### config.mk
export PLATFORM = sky130hd
export DESIGN_NAME = button_pulse_conditioner
export DESIGN_NICKNAME = d
export VERILOG_FILES = /design/src/rtl/button_pulse_conditioner.sv
export SDC_FILE = /design/constraint.sdc
export NUM_CORES = 1
export LEC_CHECK = 0
export BUFFER_PORTS_ARGS = -buffer_cell sky130_fd_sc_hd__buf_2
export CORE_MARGIN = 4
export CORE_UTILIZATION = 40
export CTS_CLUSTER_DIAMETER = 40
export DETAILED_ROUTE_END_ITERATION = 8
export GPL_TIMING_DRIVEN = 0
export PLACE_DENSITY = 0.61
export SYNTH_ARGS = -nofsm -noshare
export SYNTH_HDL_FRONTEND = slang
export SYNTH_SLANG_ARGS = --single-unit
### constraint.sdc
create_clock -name clock -period 3 [get_ports clock]
set_input_delay 0.6 -clock clock [delete_from_list [all_inputs] [get_ports clock]]
set_output_delay 0.6 -clock clock [all_outputs]
set_load 0.05 [all_outputs]
### src/rtl/button_pulse_conditioner.sv
// Two-channel push-button front end: 2-FF synchronizer, counter-based debounce FSM and
// single-cycle press pulse per key, plus a debounced held level for each key.
module button_pulse_conditioner #(
    parameter int unsigned DEBOUNCE_CYCLES = 50000,
    parameter int unsigned CNT_W           = 16,
    parameter bit          ACTIVE_LOW      = 1'b1
) (
    input  logic clock,
    input  logic reset,
    input  logic key_up,
    input  logic key_down,
    output logic UP,
    output logic DOWN,
    output logic up_held,
    output logic down_held
);

    localparam int unsigned NumCh = 2;
    localparam logic [CNT_W-1:0] CntMax = CNT_W'(DEBOUNCE_CYCLES - 1);
    localparam logic [CNT_W-1:0] CntOne = CNT_W'(1);
    localparam logic [CNT_W-1:0] CntZero = '0;
    // Raw level of a released key; the synchronizer parks here under reset.
    localparam logic [NumCh-1:0] IdleLevel = {NumCh{ACTIVE_LOW}};

    typedef enum logic [1:0] {
        StIdle        = 2'd0,
        StPressWait   = 2'd1,
        StHeld        = 2'd2,
        StReleaseWait = 2'd3
    } state_e;

    // Channel 0 is the up key, channel 1 the down key.
    logic [NumCh-1:0] raw;
    logic [NumCh-1:0] meta_q;
    logic [NumCh-1:0] sync_q;
    logic [NumCh-1:0] pressed;

    state_e           state_q [NumCh];
    state_e           state_d [NumCh];
    logic [CNT_W-1:0] cnt_q   [NumCh];
    logic [CNT_W-1:0] cnt_d   [NumCh];
    logic [NumCh-1:0] pulse_q;
    logic [NumCh-1:0] pulse_d;
    logic [NumCh-1:0] held;

    assign raw = {key_down, key_up};

    // Synchronizer
    always_ff @(posedge clock) begin
        if (reset) begin
            meta_q <= IdleLevel;
            sync_q <= IdleLevel;
        end else begin
            meta_q <= raw;
            sync_q <= meta_q;
        end
    end

    assign pressed = ACTIVE_LOW ? ~sync_q : sync_q;

    // State register
    always_ff @(posedge clock) begin
        if (reset) begin
            for (int i = 0; i < NumCh; i++) begin
                state_q[i] <= StIdle;
                cnt_q[i]   <= CntZero;
            end
            pulse_q <= '0;
        end else begin
            for (int i = 0; i < NumCh; i++) begin
                state_q[i] <= state_d[i];
                cnt_q[i]   <= cnt_d[i];
            end
            pulse_q <= pulse_d;
        end
    end

    // Next-state logic; a release is checked before the count so a glitch always wins.
    always_comb begin
        for (int i = 0; i < NumCh; i++) begin
            state_d[i] = state_q[i];
            cnt_d[i]   = cnt_q[i];
            unique case (state_q[i])
                StIdle: begin
                    if (pressed[i]) begin
                        state_d[i] = StPressWait;
                        cnt_d[i]   = CntOne;
                    end else begin
                        cnt_d[i] = CntZero;
                    end
                end
                StPressWait: begin
                    if (!pressed[i]) begin
                        state_d[i] = StIdle;
                        cnt_d[i]   = CntZero;
                    end else if (cnt_q[i] == CntMax) begin
                        state_d[i] = StHeld;
                        cnt_d[i]   = CntZero;
                    end else begin
                        cnt_d[i] = cnt_q[i] + CntOne;
                    end
                end
                StHeld: begin
                    if (!pressed[i]) begin
                        state_d[i] = StReleaseWait;
                        cnt_d[i]   = CntOne;
                    end
                end
                StReleaseWait: begin
                    if (pressed[i]) begin
                        state_d[i] = StHeld;
                        cnt_d[i]   = CntZero;
                    end else if (cnt_q[i] == CntMax) begin
                        state_d[i] = StIdle;
                        cnt_d[i]   = CntZero;
                    end else begin
                        cnt_d[i] = cnt_q[i] + CntOne;
                    end
                end
                default: begin
                    state_d[i] = StIdle;
                    cnt_d[i]   = CntZero;
                end
            endcase
        end
    end

    // Output decode; the pulse is armed only on the PRESS_WAIT -> HELD transition.
    always_comb begin
        pulse_d = '0;
        held    = '0;
        for (int i = 0; i < NumCh; i++) begin
            pulse_d[i] = (state_q[i] == StPressWait) && pressed[i] && (cnt_q[i] == CntMax);
            held[i]    = (state_q[i] == StHeld) || (state_q[i] == StReleaseWait);
        end
    end

    assign UP        = pulse_q[0];
    assign DOWN      = pulse_q[1];
    assign up_held   = held[0];
    assign down_held = held[1];

endmodule

# == Word-level counts from Yosys, hierarchy flattened ==
# Memory sizes are Yosys's and may differ from the RTL's.
# Index checks and enable logic that the tools add are counted.
# Widths: inputs -> output; s select.
# op_classes
n_addsub,2
bitwise_logic,5
n_mux,33
reduce_logical,8
n_eq_ne,8
# ops
op,n
$mux 16,10
$pmux 16 s4,2
$add 16x1->16 const B,2
$eq 16x16->1 const B,2
$mux 2,14
$pmux 2 s4,2
$eq 2x2->1 const B,4
$mux 1,5
$eq 2x1->1 const B,2
$logic_and 1x1->1,4
$logic_not 2->1,2
$or 1x1->1,4
$logic_or 1x1->1,2
$not 2->2,1
# word_totals
output_inout_bits,4
mem_count,2
input_bits,4
ff_bits,6
mem_bits_rw,36
wordCells,61
# memory_table
name,depth,width,rd,rd_ports_with_merged_regs,wr,line_no,text
cnt_q,2,16,2,0,2,40,logic [CNT_W-1:0] cnt_q [NumCh];
state_q,2,2,2,0,2,38,state_e state_q [NumCh];

# == Longest topological paths before layout ==
# An unclocked memory read counts as a cell.
# depth
depth_word,6
depth_mapped,7
mapped_depth_nobuf,5

# == Worst setup path after synthesis ==
# No wires, ideal clock.
# synth_timing
path_type,flip-flop to flip-flop
startpoint,memory cnt_q[0][0]
endpoint,memory cnt_q[0][2]
slack_ns,1.268
t_required_ns,2.928
path_stages_with_launch,7
period_less_slack_ns,1.732
n_path_buf,1
setup_time_ns,0.072
arrival_time_ns,1.660
cell_sequence,dfxtp_1 -> ha_1 -> and3_1 -> clkbuf_1 -> and4_1 -> or4_1 -> mux2i_1
# synth_lines
item,line_no
start: declaration,40

==> flow_metrics.py <==
metrics = {
    "run_status": {
        "outcome": "complete, no violations",
    },
    "placement": {
        "postPlaceCellArea_sq_um": 2450,
        "dp_cells": 351,
        "dp_hpwl_mm": 3.71,
        "place.gp.congestion": 0.867,
        "pre_cts_slack_ns": 0.869,
        "port_buffers": 6,
    },
    "drt": {
        "wl_mm": 5.37,
        "wire_per_inst_um": 15.0,
        "via_per_inst": 5.92,
        "antenna_left": 0,
        "first_iter_violations": 187,
        "drc": 0,
        "routed-via-count": 2127,
        "first_pass_iters": 5,
    },
    "power_and_ir_drop": {
        "comb_power_share_pct": 3.2,
        "switching_share_pct": 22.6,
        "p_int_uw": 761,
        "clkPwrFrac_pct": 39.1,
        "p_sw_uw": 222,
        "power.leakage_uw": 0.000752,
        "p_seq_share_pct": 57.7,
        "irDropWorstVdd_v": 0.000155,
        "pwr_density_cell_nw_per_um2": 387,
    },
    "sta": {
        "holdWs_ns": 0.415,
        "rsz0062_at_grt": "false",
        "finalSetupViolCount": 0,
        "setup_slack_ns": 0.820,
        "hold_violations": 0,
        "final.period_utilization_pct": 72.7,
        "finalSetupTns_ns": 0,
        "slew_viol_final": 0,
        "slew_headroom_pct": 41.4,
        "max_freq_mhz": 459,
        "fin_crit_ns": 2.18,
        "fin_worst_skew_ns": 0.00685,
        "tightest_slew_ns": 0.877,
    },
    "critical_path": {
        "required_ns": 3.16,
        "worstPathCellList": "ha_1, and3_1, clkbuf_1, nand4_1, buf_2, a32oi_1, nor2_1",
        "cp_slowest_stage_delay_ns": 0.44,
        "critPathKind": "reg -> reg",
        "startpoint_type": "flip-flop",
        "crit_fanout": 10,
        "worstSetupEndpointType": "flip-flop",
        "crit_slowest_cell": "dfxtp_1",
        "worst_ep_arrival_time_ns": 2.34,
    },
    "clock_network": {
        "numClockSinks": 42,
        "root_buffer": "clkbuf_8",
        "cts-resized-gates": 0,
        "htreeDepth": 2,
        "cts_tree": "built",
        "cts_buffers": 5,
        "post_cts_buffers": 0,
        "clk_pin_slew_ns": 0.08,
        "clock_latency_ns": 0.30,
        "clk_path_buf_depth": 2,
        "ctsHoldBuffers": 0,
    },
    "global_routing": {
        "antenna_found_initial": 0,
        "track_usage_pct": 15.6,
        "grt_first_pass_wirelength_mm": 9.27,
        "grt_pass1_vias": 1905,
        "grt-ovfl-total": 0,
        "grt_max_degree": 13,
    },
    "finish": {
        "syn2layout_area_growth_pct": 9.08,
        "final_cells": 359,
        "final_nets": 292,
        "fin_area_sq_um": 2540,
        "diodes": 0,
        "drive_gt1_share_pct": 15.0,
        "nFillCells": 557,
    },
    "logic_synthesis": {
        "synth_cell_types": 57,
        "synth_ff_type": "dfxtp_1",
        "ys_async_sr_fraction_pct": 0,
        "syn_area_per_cell_sq_um": 8.53,
        "yosys_warnings": 0,
        "ys_ff_latch": 42,
        "syn-cell-area_sq_um": 2330,
        "synth_cells": 273,
        "synth-edff-count": 0,
        "ys_seq_area_share_pct": 36.1,
        "synth_fp_nets": 279,
    },
    "floorplan": {
        "ios": 8,
        "rows": 27,
        "die_h_um": 84.3,
        "core_area_sq_um": 5570,
        "die-area_sq_um": 7110,
        "fp.dieW_um": 84.3,
        "start_util_pct": 41.8,
    },
    "worst_hold_path": {
        "hold_path.class": "reg -> reg",
    },
    "job": {
        "drv_cap": 0,
    },
}
[power groups by stage]
| stage | logic, uW | clock network [uW] | registers, uW |
|---|---|---|---|
| floorplan | 24.1 | 0 | 579 |
| global placement | 31.7 | 0 | 580 |
| detailed placement | 31.8 | 0 | 580 |
| CTS | 31.9 | 400 | 567 |
| global route | 35.5 | 427 | 568 |
| finish | 31.7 | 385 | 567 |
[synthesized netlist by cell type (all sizes together) (3+ instances only)]
library cell  instances  share of area, %
dfxtp                42                36
nor4                  7               1.9
nand4                18               5.1
a211oi                6               2.1
inv                  13               2.1
buf                  10               3.6
a21oi                 9               2.1
nor2                 12               1.9
nand2                16               2.6
or2                   6               1.7
nor4b                 4               2.0
nor3b                 5               1.8
clkbuf                8               1.3
xor2                  5               1.9
or4                   7               2.4
o31ai                 4               1.3
xnor2                 5               1.9
o211ai                3              0.97
a32oi                 3               1.1
and4                  6               2.3
mux2                  3               1.4
nand2b                3               1.1
nand3                18               3.9
or3                   7               1.9
o21ai                 6               1.3
a31oi                10               2.7
nor3                 16               3.4
[worst max-delay path: cells and delay by family (launching register included)]
family / cells / cell delay, ns
AO/OA/AOI/OAI: 1 / 0.21
adder cells (fa/ha/maj): 1 / 0.24
buffers and inverters: 2 / 0.57
flip-flops: 1 / 0.44
AND/OR/NAND/NOR: 3 / 0.60
[flip-flops by register name (all words and copies together) (netlist names), named ones only]
register / cells
cnt_q: 32
meta_q: 2
sync_q: 2
state_q: 2
pulse_q: 2
[worst paths after layout]
check,slack [ns],startpoint,end,cells past startpoint
hold reg to reg,0.42,meta_q[1]$_SDFF_PP1_,sync_q[1]$_SDFF_PP1_,1
setup reg to reg,0.82,cnt_q[0][0]$_SDFFE_PP0N_,cnt_q[0][1]$_SDFFE_PP0N_,7
setup / recovery,0.82,cnt_q[0][0]$_SDFFE_PP0N_,cnt_q[0][1]$_SDFFE_PP0N_,7
hold / removal,0.42,meta_q[1]$_SDFF_PP1_,sync_q[1]$_SDFF_PP1_,1
[per-layer routing]
metal / wire length, um / up-vias / global-route usage [%] / part of all wire (%)
li1: - / 1069 / - / -
met1: 2750 / 993 / 22.7 / 51
met2: 2300 / 59 / 23.5 / 43
met3: 263 / 6 / 3.34 / 4.9
met4: 60 / 0 / 3.95 / 1.1
met5: 0 / - / 0 / 0
[cell families (layout without fill, tap and decap cells)]
group / count (synthesis) / in the layout / synth area share, %
DFF: 42 / 42 / 36.1
muxes: 4 / 4 / 1.88
and+or+nand+nor: 133 / 133 / 34.8
xor gates and xnor gates: 10 / 10 / 3.76
buffers and inverters: 31 / 45 / 7.04
adders and majority gates: 2 / 2 / 1.07
AOI/OAI and AO/OA: 51 / 51 / 15.4
[placed cells by master, fill, tap and decap left out, types with 6 or more instances in the layout]
cell / synthesis / final
or3_1: 6 / 6
inv_1: 13 / 13
dfxtp_1: 42 / 42
nand3_1: 18 / 18
or4_1: 6 / 6
nor4_1: 7 / 7
nand2_1: 16 / 16
and4_1: 6 / 6
nor3_1: 16 / 16
clkbuf_1: 7 / 8
a21oi_1: 8 / 8
a31oi_1: 10 / 10
buf_2: 4 / 10
nand4_1: 17 / 17
nor2_1: 12 / 12
clkbuf_8: 0 / 6
[metrics by stage]
step / power [uW] / util, %
final: 983 / 45.6
after global routing: 1030 / 45.6
after CTS: 998 / 45.6
after detailed placement: 612 / 44.0
after global placement: 612 / 44.0
after floorplan: 603 / -
[final cells by class]
type / instances / area [sq um] / share of cell area [%]
Multi-Input combinational cell: 200 / 1330 / 52.1
Sequential cell: 42 / 841 / 33.1
Buffer: 18 / 115 / 4.53
Tap cell: 72 / 90.1 / 3.55
Clock buffer: 7 / 86.3 / 3.40
Inverter: 13 / 48.8 / 1.92
Timing Repair Buffer: 6 / 30.0 / 1.18
Clock inverter: 1 / 5.00 / 0.197
(Power assumes the default switching activity.)
